[src/rtl/matmul_pkg.sv]
`default_nettype none
// ============================================================================
// Module   : matmul_pkg
// Purpose  : Shared types and constants for the matrix-multiplier datapath.
//            Provides the accumulator FSM state type, default product
//            width / inner dimension, and width helpers used to size the
//            dot-product accumulator so that it can never overflow.
// Ports    : none (package)
// Revision : 1.0 - initial release
// ============================================================================
package matmul_pkg;

   // Default product width (32x32 Vedic product) and inner dimension.
   localparam int MATMUL_PW = 64;
   localparam int MATMUL_K  = 4;

   // Accumulator FSM states.
   typedef enum logic [0:0] {
      IDLE  = 1'b0,
      ACCUM = 1'b1
   } acc_state_t;

   // Sum of K terms of PW bits needs PW + clog2(K) bits; K = 1 still gets
   // one guard bit so the result port is never narrower than PW + 1.
   function automatic int acc_width(input int pw, input int k);
      return pw + ((k > 1) ? $clog2(k) : 1);
   endfunction

   // Term counter width: counts 0 .. K-1, at least one bit wide.
   function automatic int cnt_width(input int k);
      return (k > 1) ? $clog2(k) : 1;
   endfunction

endpackage : matmul_pkg
`default_nettype wire

[src/rtl/dot_product_accumulator.sv]
`default_nettype none
// ============================================================================
// Module   : dot_product_accumulator
// Purpose  : Sums a stream of K unsigned products into one dot-product
//            result. Fed by the product capture buffer (d_out/done ->
//            prod_in/prod_valid); acc_done can drive the next output
//            buffer's load input.
// Ports    : clk        in   clock, rising edge
//            reset      in   synchronous active-high reset
//            start      in   begin a new dot product (aborts any partial sum)
//            prod_in    in   [PW-1:0] unsigned product term
//            prod_valid in   prod_in valid this cycle
//            acc_out    out  [AW-1:0] last completed dot product (held)
//            acc_done   out  one-cycle pulse, acc_out is new this cycle
//            busy       out  high while accumulating
// Revision : 1.0 - initial release
// ============================================================================
module dot_product_accumulator
   import matmul_pkg::*;
#(
   parameter int PW = MATMUL_PW,
   parameter int K  = MATMUL_K,
   parameter int AW = acc_width(PW, K)
) (
   input  logic          clk,
   input  logic          reset,
   input  logic          start,
   input  logic [PW-1:0] prod_in,
   input  logic          prod_valid,
   output logic [AW-1:0] acc_out,
   output logic          acc_done,
   output logic          busy
);

   localparam int             CW       = cnt_width(K);
   localparam logic [CW-1:0]  CNT_LAST = CW'(K - 1);
   localparam logic [CW-1:0]  CNT_ONE  = CW'(1);

   acc_state_t    state_q,    state_d;
   logic [AW-1:0] acc_q,      acc_d;
   logic [CW-1:0] cnt_q,      cnt_d;
   logic [AW-1:0] acc_out_q,  acc_out_d;
   logic          acc_done_q, acc_done_d;
   logic          busy_q,     busy_d;

   logic [AW-1:0] sum;

   // Single inferred adder shared by the running and terminal updates.
   assign sum = acc_q + AW'(prod_in);

   always_comb begin
      state_d    = state_q;
      acc_d      = acc_q;
      cnt_d      = cnt_q;
      acc_out_d  = acc_out_q;
      acc_done_d = 1'b0;

      case (state_q)
         IDLE: begin
            // Terms arriving while idle are ignored.
            if (start) begin
               state_d = ACCUM;
               acc_d   = '0;
               cnt_d   = '0;
            end
         end
         ACCUM: begin
            // start takes priority: a coincident term is dropped uncounted.
            if (start) begin
               acc_d = '0;
               cnt_d = '0;
            end else if (prod_valid) begin
               if (cnt_q == CNT_LAST) begin
                  acc_out_d  = sum;
                  acc_done_d = 1'b1;
                  acc_d      = '0;
                  cnt_d      = '0;
                  state_d    = IDLE;
               end else begin
                  acc_d = sum;
                  cnt_d = cnt_q + CNT_ONE;
               end
            end
         end
         default: begin
            state_d = IDLE;
            acc_d   = '0;
            cnt_d   = '0;
         end
      endcase

      // busy follows the next state so it drops together with acc_done.
      busy_d = (state_d == ACCUM);
   end

   always_ff @(posedge clk) begin
      if (reset) begin
         state_q    <= IDLE;
         acc_q      <= '0;
         cnt_q      <= '0;
         acc_out_q  <= '0;
         acc_done_q <= 1'b0;
         busy_q     <= 1'b0;
      end else begin
         state_q    <= state_d;
         acc_q      <= acc_d;
         cnt_q      <= cnt_d;
         acc_out_q  <= acc_out_d;
         acc_done_q <= acc_done_d;
         busy_q     <= busy_d;
      end
   end

   assign acc_out  = acc_out_q;
   assign acc_done = acc_done_q;
   assign busy     = busy_q;

endmodule : dot_product_accumulator
`default_nettype wire

[config.mk]
export PLATFORM = sky130hd
export DESIGN_NAME = dot_product_accumulator
export DESIGN_NICKNAME = d
export VERILOG_FILES = /design/src/rtl/matmul_pkg.sv /design/src/rtl/dot_product_accumulator.sv
export SDC_FILE = /design/constraint.sdc
export NUM_CORES = 1
export LEC_CHECK = 0
export ABC_AREA = 1
export BUFFER_PORTS_ARGS = -buffer_cell sky130_fd_sc_hd__buf_2
export CAP_MARGIN = 20
export CORE_ASPECT_RATIO = 1.2
export CORE_MARGIN = 2
export CORE_UTILIZATION = 30
export CTS_CLUSTER_DIAMETER = 80
export DETAILED_ROUTE_END_ITERATION = 10
export SETUP_SLACK_MARGIN = 0.4
export SYNTH_ARGS = -nofsm -noshare
export SYNTH_HDL_FRONTEND = slang
export SYNTH_SLANG_ARGS = --single-unit
[constraint.sdc]
create_clock -name clk -period 1.8 [get_ports clk]
set_input_delay 0.18 -clock clk [delete_from_list [all_inputs] [get_ports clk]]
set_output_delay 0.18 -clock clk [all_outputs]
set_load 0.02 [all_outputs]
# == Yosys cells after proc, flatten, opt, wreduce, memory -nomap -nowiden ==
# Cells that the tools add are included.
# totals
register_bits,136
in_bits,68
wordCells,32
# classes
bitwise_logic,3
n_mux,16
reduce_logical,3
eq_ne,3
add_sub_neg,2
# ops
op,n
2-to-1 mux 66 bit,4
one-hot mux 66 bit (2 select lines),1
adder 66 x 64 -> 66 bit,1
2-to-1 mux 2 bit,4
2-to-1 mux 1 bit,5
one-hot mux 2 bit (2 select lines),1
AND reduction 4 bit,1
OR reduction 4 bit,1
"!= test 3 bit, second input constant",1
inverter 1 bit,3
"adder 2 x 1 -> 2 bit, second input constant",1
"== test 2 bit, second input constant",1
"!= test 2 bit, second input constant",1
one-hot mux 1 bit (2 select lines),1
AND reduction 2 bit,1

# == Logic depth before layout (Yosys ltp) ==
# depth
word_depth,5
mapped_depth,16

# == Worst setup path after synthesis ==
# No wires, ideal clock.
# synth_timing
path_kind,register -> register
start,reg acc_q[0]
end,reg acc_q[64]
arrival_ps,1877
synth_period_minus_slack_ps,1948
stages_incl_launch_ff,16
required_ps,1730
n_path_buf,0
setup_slack_ps,-148
cell_sequence,dfxtp_1 ha_1 fa_1 nand2_1 o21ai_4 nand2_2 nand2_4 nand2_2 nand2_2 nand2_2 nand2_4 nand2_1 nand2_1 nand2_1 nand3_1 a21oi_1
# synth_via
elab_chain_cells,5
# synth_rtl
item,line,rtl
"start, declared",dot_product_accumulator.sv:40,"logic [AW-1:0] acc_q, acc_d;"
"start signal, assigned",dot_product_accumulator.sv:99,acc_q <= '0;
"start signal, assigned",dot_product_accumulator.sv:106,acc_q <= acc_d;
adder 66 x 64 -> 66 bit,dot_product_accumulator.sv:49,assign sum = acc_q + AW'(prod_in);
2-to-1 mux 66 bit,dot_product_accumulator.sv:73,if (cnt_q == CNT_LAST) begin
2-to-1 mux 66 bit,dot_product_accumulator.sv:72,end else if (prod_valid) begin
2-to-1 mux 66 bit,dot_product_accumulator.sv:69,if (start) begin
one-hot mux 66 bit (2 select lines),dot_product_accumulator.sv:58,case (state_q)
# Every way passes these cells. The select of a mux whose other input is x is not followed.
# A chain may end at the register's enable or synchronous reset.

# == Worst setup path in the final report ==
# layout_timing
start,reg acc_q[0]
end,reg acc_q[44]
# The elaborated chain is that of the path after synthesis.

==> flow_metrics.env <==
export IMPL_clk_latency_ps=460
export IMPL_crit_slowest_cell="dfxtp_2"
export IMPL_report_final_slew_viol_count=0
export IMPL_num_vias=12700
export IMPL_postRouteAntennaNets=0
export IMPL_ys_ff_latch=136
export IMPL_root_buffer="clkbuf_16"
export IMPL_wl_per_cell_um=19.0
export IMPL_die_w_um=173
export IMPL_arrival_ps=2520
export IMPL_synthAdderAreaFrac_pct=8.14
export IMPL_ios=136
export IMPL_setup_viol=122
export IMPL_viasPerCell=4.89
export IMPL_power_density_nw_per_um2=496
export IMPL_gp_congestion=1.00
export IMPL_dieHeight_um=206
export IMPL_drcViolationCount=0
export IMPL_rsz0062_at_grt="true"
export IMPL_cpPeakStageDelay_ps=360
export IMPL_synth_distinct_cells=40
export IMPL_path_clk_slew_ps=60
export IMPL_wl_mm=49.2
export IMPL_rows=74
export IMPL_grt_pass1_vias=12700
export IMPL_clkSinkCount=136
export IMPL_netlist_area_um2=10200
export IMPL_h_tree_depth=4
export IMPL_clock_path_buffers=2
export IMPL_cp_start_kind="flop"
export IMPL_synth_nets=1815
export IMPL_seq_area_frac_synth_pct=26.6
export IMPL_synthArstFlopShare_pct=0
export IMPL_status="finished with violations"
export IMPL_avgSynthCellArea_um2=6.09
export IMPL_power_leakage_nw=9.41
export IMPL_synth_compound_area_share_pct=13.2
export IMPL_grt_ovfl_total=0
export IMPL_grt_pass1_wl_mm=70.9
export IMPL_rrSetupSlack_ps=-330
export IMPL_start_util_pct=30.3
export IMPL_drt_iter0_drc=564
export IMPL_synth_simple_gate_area_share_pct=39.1
export IMPL_die_area_um2=35600
export IMPL_violations="setup timing"
export IMPL_synth_xor_area_share_pct=2.27
export IMPL_yosysTopAreaCellShare_pct=26.6
export IMPL_cap_violations=0
export IMPL_min_from="reset"
export IMPL_ys_flop_type="dfxtp_1"
export IMPL_reg2reg_from="acc_q[0]$_SDFFE_PP0P_"
export IMPL_yosysWarningCount=0
export IMPL_synth_cells=1681
export IMPL_worstPathCellList="ha_4, fa_2, nand2_2, o21ai_4, nand2_2, nand2_4, nand2_4, nand2_4, nand2_4, nand2_8, nand2_4, nand3b_2, nand3_2, a21oi_2"
export IMPL_crit_top_cell="nand2_4"
export IMPL_utilization_pct=57.5
export IMPL_dpl_cell_area_um2=14500
export IMPL_timing_final_ws_setup_ps=-331
export IMPL_synth_mux_area_share_pct=0
export IMPL_end_kind="flop"
export IMPL_hp_class="primary input to flop"
export IMPL_power_total_mw=9.65
export IMPL_core_area_um2=33800
export IMPL_hold_end="acc_q[24]$_SDFFE_PP0P_"
export IMPL_grt_use_total_pct=26.2
export IMPL_cp_required_ps=2190
export IMPL_cts_buffers=17
export IMPL_drive_gt1_share_pct=62.6
export IMPL_fin_worst_skew_ps=12.8
export IMPL_postLayoutCellArea_um2=19400
export IMPL_r2r_end="acc_q[44]$_SDFFE_PP0P_"
export IMPL_period_needed_ps=2130
export IMPL_syn_to_final_growth_pct=90.1
export IMPL_criticalPathCategory="flop to flop"
export IMPL_grt_start_max_net_pins=53
export IMPL_synth_top_family_by_area="simple AND/OR/NAND/NOR gates"
export IMPL_cts_tree="built"
export IMPL_r2r_cells=14
export IMPL_clock_fmax_mhz=469
export IMPL_synth_area_leaders="dfxtp_1 (27%), nand2_1 (21%), inv_1 (8.8%), ha_1 (7.9%), a21oi_1 (7.3%)"
export IMPL_antenna_found_initial=0
export IMPL_firstDrtPassIters=5
export IMPL_fin_crit_sh_pct=118
export IMPL_hold_viol_final=0
export IMPL_yosysTopAreaCell="dfxtp_1"
export IMPL_dp_hpwl_mm=36.5
export IMPL_critPathLaunch="acc_q[0]$_SDFFE_PP0P_"
export IMPL_final_nets=2258
export IMPL_crit_path_max_fanout=5
export IMPL_synth_edf_count=0
export IMPL_tightestPinTransition_ps=417
export IMPL_relSlewSlack_pct=71.9
export IMPL_ir_drop_v=0.000476
export IMPL_num_antenna_cells=0
export IMPL_io_buffer_count=135
export IMPL_min_path_cells=2
## registers in the layout, summed over array words and instances (netlist names)
register and cells:
busy 1, acc_q 66, cnt_q 2, acc_out 66, acc_done 1
## kinds of logic (layout without fill, tap and decap cells)
group | count (synthesis) | count (layout)
adders and majority gates | 66 | 66
AOI/OAI and AO/OA | 239 | 239
and+or+nand+nor | 936 | 936
DFF | 136 | 136
xor gates and xnor gates | 24 | 24
buffers and inverters | 280 | 736
## per-layer routing
layer  vias to the layer above  wire, um  GRT usage [%]
met1                      6110     18700           27.5
li1                       6204         -              -
met2                       253     26400           51.4
met4                         0      2610           12.5
met5                         -         0              0
met3                       117      1510           3.70
## cell usage after synthesis (16+ instances only)
| cell type | instances |
|---|---|
| clkbuf_1 | 21 |
| nand3_1 | 108 |
| xor2_1 | 20 |
| dfxtp_1 | 136 |
| ha_1 | 65 |
| nor2_1 | 143 |
| nand2_1 | 580 |
| a21oi_1 | 150 |
| nand3b_1 | 16 |
| inv_1 | 241 |
| nand2_2 | 31 |
| a22o_1 | 24 |
| o21ai_0 | 44 |
## cell type report
type                            count  area (um2)
Clock inverter                     13         239
Tap cell                          456         571
Sequential cell                   136        2790
Multi-Input combinational cell   1265       10700
Fill cell                        3073       14400
Clock buffer                       19         453
Timing Repair Buffer              460        3690
Inverter                          244         958
## stage by stage
stage,instances,hold slack (ps),setup TNS (ps),setup slack [ps]
2_1_floorplan,1681,304,-66.8,-15.0
3_3_place_gp,2475,419,-29050,-546
3_5_place_dp,2475,429,-30450,-545
4_1_cts,2554,19.2,-21740,-335
5_1_grt,2593,54.6,-34470,-421
6_report,2593,36.2,-25410,-331
## what timing repair did
action	4_1_cts	5_1_grt
endpoints found under the hold margin	1	0
buffers inserted	46	37
resized for setup	611	346
gates cloned	0	2
pin swaps	209	177
hold buffers	1	0
setup endpoints to repair	134	132
## cell usage in the layout, fill, tap and decap left out, types with 8 or more instances in the layout
| cell | Yosys | layout |
|---|---|---|
| a21oi_1 | 150 | 68 |
| a21oi_2 | 4 | 51 |
| a21oi_4 | 0 | 35 |
| a22o_1 | 24 | 24 |
| buf_12 | 0 | 11 |
| buf_2 | 6 | 135 |
| buf_4 | 0 | 209 |
| buf_6 | 0 | 100 |
| clkbuf_16 | 0 | 19 |
| dfxtp_1 | 136 | 85 |
| dfxtp_2 | 0 | 49 |
| ha_4 | 0 | 61 |
| inv_1 | 241 | 168 |
| inv_2 | 3 | 61 |
| inv_4 | 0 | 13 |
| nand2_1 | 580 | 317 |
| nand2_2 | 31 | 179 |
| nand2_4 | 4 | 113 |
| nand3_1 | 108 | 35 |
| nand3_2 | 14 | 69 |
| nand3_4 | 0 | 18 |
| nand3b_1 | 16 | 16 |
| nor2_1 | 143 | 41 |
| nor2_2 | 11 | 33 |
| nor2_4 | 0 | 80 |
| o21ai_0 | 44 | 8 |
| o21ai_1 | 3 | 16 |
| o21ai_2 | 1 | 17 |
| o21ai_4 | 1 | 8 |
| xor2_2 | 3 | 13 |
## power by group
| group | total [mW] | switching, mW | internal (mW) |
|---|---|---|---|
| combinational | 2.31 | 1.29 | 1.02 |
| sequential | 3.08 | 0.0324 | 3.04 |
| clock | 4.26 | 1.57 | 2.69 |
## how the worst max path moves through the flow
stage                          endpoint  cells after the start
2_1_floorplan    acc_q[62]$_SDFFE_PP0P_                     15
3_3_place_gp   acc_out[62]$_SDFFE_PP0P_                     13
3_5_place_dp   acc_out[62]$_SDFFE_PP0P_                     13
4_1_cts          acc_q[44]$_SDFFE_PP0P_                     15
5_1_grt          acc_q[44]$_SDFFE_PP0P_                     14
6_report         acc_q[44]$_SDFFE_PP0P_                     14
## critical path: cells and delay by family (launching register included)
family | cells | cell delay [ps]
and+or+nand+nor | 10 | 960
adders and majority gates | 2 | 390
DFF | 1 | 360
AOI/OAI and AO/OA | 2 | 360
(Power assumes the default switching activity.)
